==> config.mk <==
export PLATFORM = sky130hd
export DESIGN_NAME = branch_pc_unit
export DESIGN_NICKNAME = d
export VERILOG_FILES = /design/src/rtl/branch_pc_unit.sv
export SDC_FILE = /design/constraint.sdc
export NUM_CORES = 1
export LEC_CHECK = 0
export BUFFER_PORTS_ARGS = -buffer_cell sky130_fd_sc_hd__buf_2
export CAP_MARGIN = 10
export CELL_PAD_IN_SITES_DETAIL_PLACEMENT = 1
export CELL_PAD_IN_SITES_GLOBAL_PLACEMENT = 1
export CORE_MARGIN = 5
export CORE_UTILIZATION = 35
export DETAILED_ROUTE_END_ITERATION = 7
export PLACE_DENSITY = 0.82
export SKIP_CTS_REPAIR_TIMING = 1
export SYNTH_ARGS = -nofsm -noshare
export SYNTH_HDL_FRONTEND = slang
export SYNTH_SLANG_ARGS = --single-unit
export TNS_END_PERCENT = 20
==> constraint.sdc <==
create_clock -name clk -period 2.26 [get_ports clk]
set_input_delay 0.226 -clock clk [delete_from_list [all_inputs] [get_ports clk]]
set_output_delay 0.226 -clock clk [all_outputs]
set_load 0.05 [all_outputs]
==> src/rtl/branch_pc_unit.sv <==
// branch_pc_unit: PC sequencing, branch/jump redirect, pipeline flush strobes,
// and a saturating taken-branch counter. Optional macro: BRANCH_DELAY_SLOT_EN.
// Ports:
//   clk, rst          - clock (rising edge) and asynchronous active-high reset
//   stall             - hazard hold request; PC keeps its value
//   br_valid, zero    - EX conditional branch present / condition true
//   br_target         - EX branch target
//   jump_valid        - ID holds j/jal/jr
//   jump_target       - ID jump target
//   pc, pc_plus4      - registered fetch address and pc+4 (mod 2^32)
//   fetch_valid       - IF output is a real instruction
//   flush_ifid/idex   - combinational pipeline-register clear strobes
//   taken_cnt         - saturating count of taken branches
module branch_pc_unit #(
  parameter logic [31:0] RESET_PC = 32'h0000_0000,
  parameter int          CNT_W    = 16
) (
  input  logic             clk,
  input  logic             rst,
  input  logic             stall,
  input  logic             br_valid,
  input  logic             zero,
  input  logic [31:0]      br_target,
  input  logic             jump_valid,
  input  logic [31:0]      jump_target,
  output logic [31:0]      pc,
  output logic [31:0]      pc_plus4,
  output logic             fetch_valid,
  output logic             flush_ifid,
  output logic             flush_idex,
  output logic [CNT_W-1:0] taken_cnt
);

  typedef enum logic [1:0] {
    S_BOOT,
    S_RUN,
    S_REDIR
  } state_t;

  state_t           r_state;
  logic [31:0]      r_pc;
  logic             r_fetch_valid;
  logic [CNT_W-1:0] r_cnt;

  logic             w_br_take;
  logic             w_jmp_take;
  logic [31:0]      w_pc_plus4;
  logic [31:0]      w_pc_next;

  // BOOT ignores every input. In REDIR, EX holds a flushed bubble,
  // except with delay slots, where the slot instruction may branch.
`ifdef BRANCH_DELAY_SLOT_EN
  assign w_br_take = br_valid & zero & (r_state != S_BOOT);
`else
  assign w_br_take = br_valid & zero & (r_state == S_RUN);
`endif

  // A jump alongside a taken branch is on the wrong path.
  assign w_jmp_take = jump_valid & ~w_br_take & (r_state == S_RUN);

  assign w_pc_plus4 = r_pc + 32'd4;

  always_comb begin
    w_pc_next = w_pc_plus4;
    if (w_br_take)
      w_pc_next = br_target;
    else if (w_jmp_take)
      w_pc_next = jump_target;
    else if (stall)
      w_pc_next = r_pc;
  end

`ifdef BRANCH_DELAY_SLOT_EN
  // Delay slot in ID survives a branch; IF holds the slot after a jump.
  assign flush_ifid = w_br_take;
  assign flush_idex = 1'b0;
`else
  assign flush_ifid = w_br_take | w_jmp_take;
  assign flush_idex = w_br_take;
`endif

  always_ff @(posedge clk or posedge rst) begin
    if (rst) begin
      r_state       <= S_BOOT;
      r_pc          <= RESET_PC;
      r_fetch_valid <= 1'b0;
      r_cnt         <= '0;
    end else begin
      unique case (r_state)
        S_BOOT: begin
          r_state       <= S_RUN;
          r_pc          <= RESET_PC;
          r_fetch_valid <= 1'b1;
        end
        S_RUN, S_REDIR: begin
          r_state       <= w_br_take ? S_REDIR : S_RUN;
          r_pc          <= w_pc_next;
          r_fetch_valid <= 1'b1;
        end
        default: begin
          r_state       <= S_BOOT;
          r_pc          <= RESET_PC;
          r_fetch_valid <= 1'b0;
        end
      endcase
      if (w_br_take && (r_cnt != {CNT_W{1'b1}}))
        r_cnt <= r_cnt + CNT_W'(1);
    end
  end

  assign pc          = r_pc;
  assign pc_plus4    = w_pc_plus4;
  assign fetch_valid = r_fetch_valid;
  assign taken_cnt   = r_cnt;

endmodule

* Yosys cells after proc, flatten, opt, wreduce, memory -nomap -nowiden *
Index checks and enable logic that the tools add are counted.

word-level totals
  bits in registers = 51
  input port bits = 70

cells by class
  muxes and demuxes = 7
  reduce and logical (&&, ||, !) cells = 4
  equality and inequality tests = 4
  bitwise operators = 6
  $add $sub $neg = 2

operators with widths
  kind                   count
  $mux 32                4
  $add 32x3->32 const B  1
  $add 16x1->16 const B  1
  $ne 16x16->1 const B   1
  $and 1x1->1            4
  $ne 4x4->1 const B     1
  $pmux 2 s2             1
  $reduce_or 3->1        1
  $eq 2x1->1 const B     1
  $eq 2x2->1 const B     1
  $logic_not 2->1        1
  $mux 2                 1
  $reduce_or 2->1        1
  $logic_and 1x1->1      1
  $mux 1                 1
  $not 1->1              1
  $or 1x1->1             1

* Depth between registers and ports, before layout *
Gate-level depths: netlist of the first run.

  word-level depth = 8
  gate-level depth with buffers = 10

* Least setup slack after synthesis of the first run *
OpenSTA, ideal clock, no wires.

  kind = flip-flop to output port
  from = register r_pc[2], in the netlist pc[2]
  to = output port pc_plus4[28]
  buffers on the path = 1
  slack = -522 ps
  cell stages (with the launch flop) = 7
  arrival time = 2,556 ps
  cell sequence = dfrtp_1 -> ha_1 -> nand4_1 -> or3_1 -> buf_6 -> nor4_4 -> xor2_1

on the way
  cells in the longest elaborated chain, start to end = 1

ends and longest elaborated chain
  element                 line  RTL
  from (decl)             41    logic [31:0] r_pc;
  from (signal assigned)  97    r_pc <= w_pc_next;
  $add 32x3->32           61    assign w_pc_plus4 = r_pc + 32'd4;
  to (decl)               27    output logic [31:0] pc_plus4,

No other way between the ends.

* Final worst setup path of the first run *
Ends and elaborated chain as after synthesis.

==> impl_metrics.env, run 1 <==
export IMPL_fin_crit_ns=2.513
export IMPL_crit_type="register to primary output"
export IMPL_dpl_hpwl_mm=12.28
export IMPL_antenna_found_initial=0
export IMPL_min_path_cells=3
export IMPL_finalWeightedCongestion=0.9240
export IMPL_dr_pass1_iters=4
export IMPL_avgSynthCellArea_um2=8.464
export IMPL_whs_ns=0.1313
export IMPL_critPathLaunchType="register"
export IMPL_n_fill_cell=1326
export IMPL_synth_most_common_cell="nand2_1"
export IMPL_worstHoldEndpoint="pc[13]"
export IMPL_r2r_cells=7
export IMPL_path_common_cell="buf_6"
export IMPL_grt_pass1_wl_mm=24.58
export IMPL_syn2layout_area_growth_pct=45.87
export IMPL_ant_nets=0
export IMPL_ys_warnings_count=0
export IMPL_grt_pass1_vias=4525
export IMPL_yosys_top_cells_count="nand2_1 (57), dfrtp_1 (51), o21ai_0 (28)"
export IMPL_max_stage_delay_ns=0.42
export IMPL_seq_area_um2=1304
export IMPL_vias=4464
export IMPL_ys_ff_latch=51
export IMPL_hold_viol_final=0
export IMPL_num_antenna_cells=0
export IMPL_fin_cells=778
export IMPL_peakVddDrop_mv=0.8586
export IMPL_outcome="finished with violations"
export IMPL_io_buffers=152
export IMPL_r2r_slack_ns=0.18
export IMPL_die_w_um=113.9
export IMPL_routed_via_density=5.738
export IMPL_nets=712
export IMPL_numCtsBuffers=5
export IMPL_critical_path_top_delay_family="simple AND/OR/NAND/NOR gates"
export IMPL_multiInputGateArea_um2=2544
export IMPL_synth_cells=446
export IMPL_comb_power_share_pct=72.1
export IMPL_grt_max_degree=26
export IMPL_cp_arrival_ns=2.29
export IMPL_yosysTopAreaCellShare_pct=33.81
export IMPL_cp_buffers_inverters=2
export IMPL_ys_seq_area_share_pct=33.81
export IMPL_failed_checks="negative setup slack"
export IMPL_ys_types=63
export IMPL_fin_skew_ns=0.01004
export IMPL_cp_max_fo=7
export IMPL_hold_path_class="input port to register"
export IMPL_initial_core_util_pct=35.29
export IMPL_p_seq_share_pct=20.3
export IMPL_path_cells="ha_4 -> nand4_1 -> or3_1 -> buf_6 -> nor4_4 -> xor2_2 -> buf_6"
export IMPL_async_reset_ff_share_pct=100.0
export IMPL_drtIter0Drc=224
export IMPL_overflow=0
export IMPL_finalSetupViolCount=17
export IMPL_r2r_end="pc[14]"
export IMPL_max_freq_ghz=0.3979
export IMPL_synth_top_cells_by_area="dfrtp_1 (34%), nand2_1 (5.7%), xnor2_1 (4.9%)"
export IMPL_max_cap_viol_count=0
export IMPL_clk_latency_ns=0.33
export IMPL_power_share_clock_pct=7.5
export IMPL_syn_num_nets=521
export IMPL_slew_violations=0
export IMPL_cts_max_level=2
export IMPL_path_clk_slew_ns=0.11
export IMPL_r2r_start="r_state[1]"
export IMPL_row_count=38
export IMPL_worstHoldStart="br_target[13]"
export IMPL_dpl_cell_count=749
export IMPL_cts_tree="done"
export IMPL_fin_ws_ns=-0.2533
export IMPL_yosys_area_top_type="dfrtp_1"
export IMPL_root_buffer="clkbuf_8"
export IMPL_grt_usage_pct=24.10
export IMPL_cp_end_kind="primary output"
export IMPL_drc=0
export IMPL_ios=153
export IMPL_dieArea_um2=12960
export IMPL_p_leak_nw=2.684
export IMPL_finalPower_mw=8.146
export IMPL_post_route_cell_area_um2=5507
export IMPL_synthFlopType="dfrtp_1"
export IMPL_rsz0062_at_grt="yes"
export IMPL_dpl_cell_area_um2=5056
export IMPL_clkSinkCount=51
export IMPL_tightest_slew_ns=0.5657
export IMPL_power_density_nw_per_um2=1479
export IMPL_synth_edf_count=0
export IMPL_period_share_pct=111.2
export IMPL_wl_per_cell_um=21.10
export IMPL_syn_cell_area_um2=3775
export IMPL_routed_wl_mm=16.42
export IMPL_internal_power_mw=3.325
export IMPL_p_sw_mw=4.820
export IMPL_cp_slowest_cell="dfrtp_2"
export IMPL_relSlewSlack_pct=61.97
export IMPL_drive_gt1_share_pct=45.61
export IMPL_cts_buffer_depth=2
export IMPL_cp_required_ns=2.03
export IMPL_fp_dieH_um=113.9
export IMPL_coreArea_um2=10700
export IMPL_dp_slack_ns=0.04204
export IMPL_p_sw_share_pct=59.18
[sequential cells by signal, indices dropped and copies added, names as in the netlist]
signal,cells
pc,32
fetch_valid,1
r_state,2
taken_cnt,16
[logic make-up (layout without fill, tap and decap cells)]
group,Yosys count,after routing,synth area share (%)
adders and majority gates,5,5,1.657
DFF,51,51,33.81
xor gates and xnor gates,40,40,9.281
buffers and inverters,46,238,5.535
muxes,5,5,1.359
AOI/OAI and AO/OA,113,113,20.88
and+or+nand+nor,186,186,27.48
[cell usage in the layout (no fill, tap or decap), types with 4 or more instances in the layout]
| master | n |
|---|---|
| dfrtp_2 | 22 |
| o221ai_1 | 5 |
| xnor2_2 | 5 |
| o2111ai_1 | 6 |
| nor3_1 | 11 |
| or3_1 | 13 |
| ha_1 | 4 |
| a21boi_0 | 5 |
| nor2_1 | 21 |
| xor2_2 | 4 |
| a22oi_1 | 9 |
| inv_1 | 16 |
| nor4_1 | 4 |
| xor2_1 | 12 |
| nand3_1 | 21 |
| clkbuf_8 | 5 |
| buf_4 | 55 |
| and4_1 | 5 |
| nand2_1 | 57 |
| nor4_4 | 4 |
| o211ai_1 | 5 |
| o21ai_0 | 28 |
| dfrtp_1 | 29 |
| and3_1 | 7 |
| and2_1 | 6 |
| clkbuf_4 | 11 |
| buf_2 | 135 |
| buf_6 | 9 |
| nand3b_1 | 4 |
| mux2i_1 | 4 |
| a31oi_1 | 6 |
| xnor2_1 | 14 |
| nand4_1 | 12 |
| a21oi_1 | 17 |
[worst reg2reg max path, cell delays in order (launching register included)]
cell and delay (ns):
dfrtp_1 0.38, inv_1 0.07, ha_1 0.38, nand2_1 0.13, or3_1 0.47, buf_4 0.24, a21oi_1 0.17, a21oi_1 0.10
[how the worst max path moves through the flow]
stage	cells past startpoint	end	slack, ns	startpoint
finish	7	pc_plus4[28]	-0.25	pc[2]
global route	7	pc_plus4[28]	-0.32	pc[3]
CTS	5	pc_plus4[31]	-0.34	pc[9]
detailed placement	5	pc_plus4[31]	0.04	pc[9]
global placement	5	pc_plus4[30]	0.04	pc[25]
floorplan	4	pc_plus4[17]	-0.17	pc[9]
[power by group through the flow]
| stage | combinational, mW | clock [mW] | sequential [mW] |
|---|---|---|---|
| floorplan | 2.77 | 0 | 2.77 |
| global placement | 5.40 | 0 | 1.65 |
| detailed placement | 5.52 | 0 | 1.68 |
| CTS | 5.53 | 0.625 | 1.67 |
| global route | 6.20 | 0.655 | 1.70 |
| finish | 5.88 | 0.615 | 1.65 |
[metrics by stage]
| stage | utilization, % | setup TNS (ns) |
|---|---|---|
| 4_1_cts | 48.18 | -4.303 |
| 2_1_floorplan | - | -0.9877 |
| 5_1_grt | 51.47 | -3.459 |
| 6_report | 51.47 | -2.131 |
| 3_3_place_gp | 47.26 | 0 |
| 3_5_place_dp | 47.26 | 0 |
[final cells by class]
| type | instances | share of cell area, % |
|---|---|---|
| well taps | 140 | 3.181 |
| clock inverters | 3 | 0.5226 |
| multi-input cells | 349 | 46.19 |
| clock buffers | 5 | 1.250 |
| flip-flops and latches | 51 | 23.68 |
| inverters | 17 | 1.159 |
| repair buffers | 213 | 24.02 |
[routing by layer]
metal  GRT usage (%)  part of all wire [%]
met1           30.43                    41
met2           41.54                    50
met3           5.358                   6.9
met4           6.651                   2.2
met5               0                     0
(Power assumes the default switching activity.)
==> run 2, diff against run 1 <==
--- a/config.mk
+++ b/config.mk
@@ -7,12 +7,12 @@
 export LEC_CHECK = 0
 export BUFFER_PORTS_ARGS = -buffer_cell sky130_fd_sc_hd__buf_2
 export CAP_MARGIN = 10
-export CELL_PAD_IN_SITES_DETAIL_PLACEMENT = 1
-export CELL_PAD_IN_SITES_GLOBAL_PLACEMENT = 1
+export CELL_PAD_IN_SITES_DETAIL_PLACEMENT = 0
+export CELL_PAD_IN_SITES_GLOBAL_PLACEMENT = 2
 export CORE_MARGIN = 5
-export CORE_UTILIZATION = 35
+export CORE_UTILIZATION = 27
 export DETAILED_ROUTE_END_ITERATION = 7
-export PLACE_DENSITY = 0.82
+export PLACE_DENSITY = 0.81
 export SKIP_CTS_REPAIR_TIMING = 1
 export SYNTH_ARGS = -nofsm -noshare
 export SYNTH_HDL_FRONTEND = slang
==> run 2 against run 1 <==
  * The flow finishes with violations (negative hold slack, negative setup slack)
  * Cell area fell by 1.4%
  * First-iteration DRC count decreased by 5.8%
  * Global-route usage fell by 6.3 points
  * Total power fell by 2.4%
  * Sequential power increased by 4%
  * Routed wire length down 8.4%
  * Worst hold slack got worse by 0.14 ns
  * Critical path type unchanged
==> impl_metrics.env, run 2 (synthesis results as in run 1) <==
export IMPL_cp_slowest_cell="or3_4"
export IMPL_final_cell_mix="buf_2 (135), nand2_1 (57), buf_4 (50)"
export IMPL_cp_required_ns=2.03
export IMPL_failed_checks="negative hold slack, negative setup slack"
export IMPL_fin_ws_ns=-0.1269
export IMPL_internal_power_mw=3.363
export IMPL_antenna_found_initial=4
export IMPL_cp_num_cells=6
export IMPL_layout_commonest_cell="buf_2"
export IMPL_clk_latency_ns=0.29
export IMPL_rsz0062_at_grt="yes"
export IMPL_numCtsBuffers=5
export IMPL_vias=4164
export IMPL_finalSetupViolCount=11
export IMPL_initial_core_util_pct=27.41
export IMPL_routed_wl_mm=15.04
export IMPL_relSlewSlack_pct=61.85
export IMPL_dpl_hpwl_mm=11.81
export IMPL_r2r_cells=7
export IMPL_drc=0
export IMPL_power_share_clock_pct=9.4
export IMPL_max_freq_ghz=0.4190
export IMPL_coreArea_um2=13770
export IMPL_dieArea_um2=16450
export IMPL_cp_buffers_inverters=1
export IMPL_whs_ns=-0.006187
export IMPL_power_density_nw_per_um2=1463
export IMPL_cts_buffer_depth=2
export IMPL_row_count=43
export IMPL_max_cap_viol_count=0
export IMPL_cp_arrival_ns=2.16
export IMPL_ios=153
export IMPL_path_clk_slew_ns=0.07
export IMPL_n_fill_cell=1437
export IMPL_cp_end_kind="primary output"
export IMPL_fp_dieH_um=128.2
export IMPL_max_stage_delay_ns=0.48
export IMPL_hold_viol_final=8
export IMPL_p_sw_share_pct=57.69
export IMPL_root_buffer="clkbuf_16"
export IMPL_r2r_end="pc[16]"
export IMPL_routed_via_density=5.173
export IMPL_overflow=0
export IMPL_critical_path_top_delay_family="simple AND/OR/NAND/NOR gates"
export IMPL_fin_crit_ns=2.387
export IMPL_grt_pass1_wl_mm=23.30
export IMPL_p_sw_mw=4.585
export IMPL_drtIter0Drc=211
export IMPL_p_seq_share_pct=21.6
export IMPL_slew_violations=0
export IMPL_critPathLaunchType="register"
export IMPL_ant_nets=0
export IMPL_utilization_pct=39.43
export IMPL_drive_gt1_share_pct=43.20
export IMPL_finalWeightedCongestion=0.8717
export IMPL_cts_tree="done"
export IMPL_clkSinkCount=51
export IMPL_fin_tns_setup_ns=-0.6522
export IMPL_cts_max_level=2
export IMPL_fin_skew_ns=0.005140
export IMPL_cp_max_fo=6
export IMPL_peakVddDrop_mv=0.6696
export IMPL_tightest_slew_ns=0.5714
export IMPL_nets=699
export IMPL_hold_path_class="input port to async pin"
export IMPL_path_cells="ha_4 -> nand4_1 -> or3_4 -> nor4_4 -> xor2_2 -> buf_6"
export IMPL_outcome="finished with violations"
export IMPL_grt_usage_pct=17.84
export IMPL_r2r_start="r_state[0]"
export IMPL_wl_per_cell_um=18.68
export IMPL_num_antenna_cells=0
export IMPL_io_buffers=152
export IMPL_crit_type="register to primary output"
export IMPL_largest_reg_flops=32
export IMPL_grt_pass1_vias=4215
export IMPL_grt_max_degree=29
export IMPL_r2r_slack_ns=0.17
export IMPL_p_leak_nw=2.618
export IMPL_period_share_pct=105.6
export IMPL_syn2layout_area_growth_pct=43.88
export IMPL_dr_pass1_iters=5
export IMPL_comb_power_share_pct=69.1
export IMPL_die_w_um=128.2
==> run 2: changes by cell type in the layout (fill, tap and decap cells not counted), moves of 2 or more <==
cell	before	now
clkbuf_4	11	7
clkbuf_16	0	5
clkinv_4	2	0
nor4_1	4	7
clkbuf_8	5	0
nor4_4	4	2
clkbuf_1	0	2
buf_6	9	5
buf_4	55	50
==> run 2: routing by layer <==
metal	share of wire, %	wire [µm]	vias to the layer above	track usage (%)
li1	-	-	1998	-
met1	42	6250	2000	23.24
met2	48	7218	140	29.48
met3	8.9	1342	18	5.500
met4	1.2	182	8	3.121
met5	0.31	46	-	0
==> run 2: layout make-up <==
class | count | area (µm²) | share of cell area (%)
clock buffers | 7 | 132.6 | 2.442
clock inverters | 1 | 5.005 | 0.09214
inverters | 17 | 63.81 | 1.175
multi-input cells | 349 | 2481 | 45.68
flip-flops and latches | 51 | 1304 | 24.00
well taps | 180 | 225.2 | 4.147
repair buffers | 200 | 1220 | 22.46
==> run 2: stage by stage <==
stage	hold WS, ns	worst slack [ns]	cell area [µm²]	power, mW	instances
2_1_floorplan	0.3595	-0.1708	3953	5.531	446
3_3_place_gp	0.3239	-0.01631	5124	7.065	788
3_5_place_dp	0.3175	-0.05944	5124	7.107	788
4_1_cts	0.006557	-0.3633	5261	7.878	796
5_1_grt	0.03972	-0.2597	5431	8.415	805
6_report	-0.006187	-0.1269	5431	7.948	805
==> run 2: worst max-delay path by stage <==
stage | from | to | slack, ns
detailed placement | pc[3] | pc_plus4[28] | -0.06
floorplan | pc[9] | pc_plus4[17] | -0.17
global route | pc[3] | pc_plus4[28] | -0.26
global placement | pc[3] | pc_plus4[28] | -0.02
finish | pc[3] | pc_plus4[28] | -0.13
CTS | pc[3] | pc_plus4[28] | -0.36
==> run 2: power by group through the flow <==
stage	Clock, mW	Sequential, mW	Combinational (mW)
after floorplan	0	2.77	2.77
after global placement	0	1.70	5.37
after detailed placement	0	1.72	5.39
after CTS	0.771	1.70	5.40
after global routing	0.800	1.77	5.85
final	0.744	1.71	5.49
==> run 2: worst reg2reg max path: stages (launching register included) <==
cell	delay, ns
dfrtp_1	0.38
inv_1	0.06
ha_1	0.33
nand2_1	0.11
or3_1	0.57
buf_4	0.27
o21a_1	0.10
o211ai_1	0.19
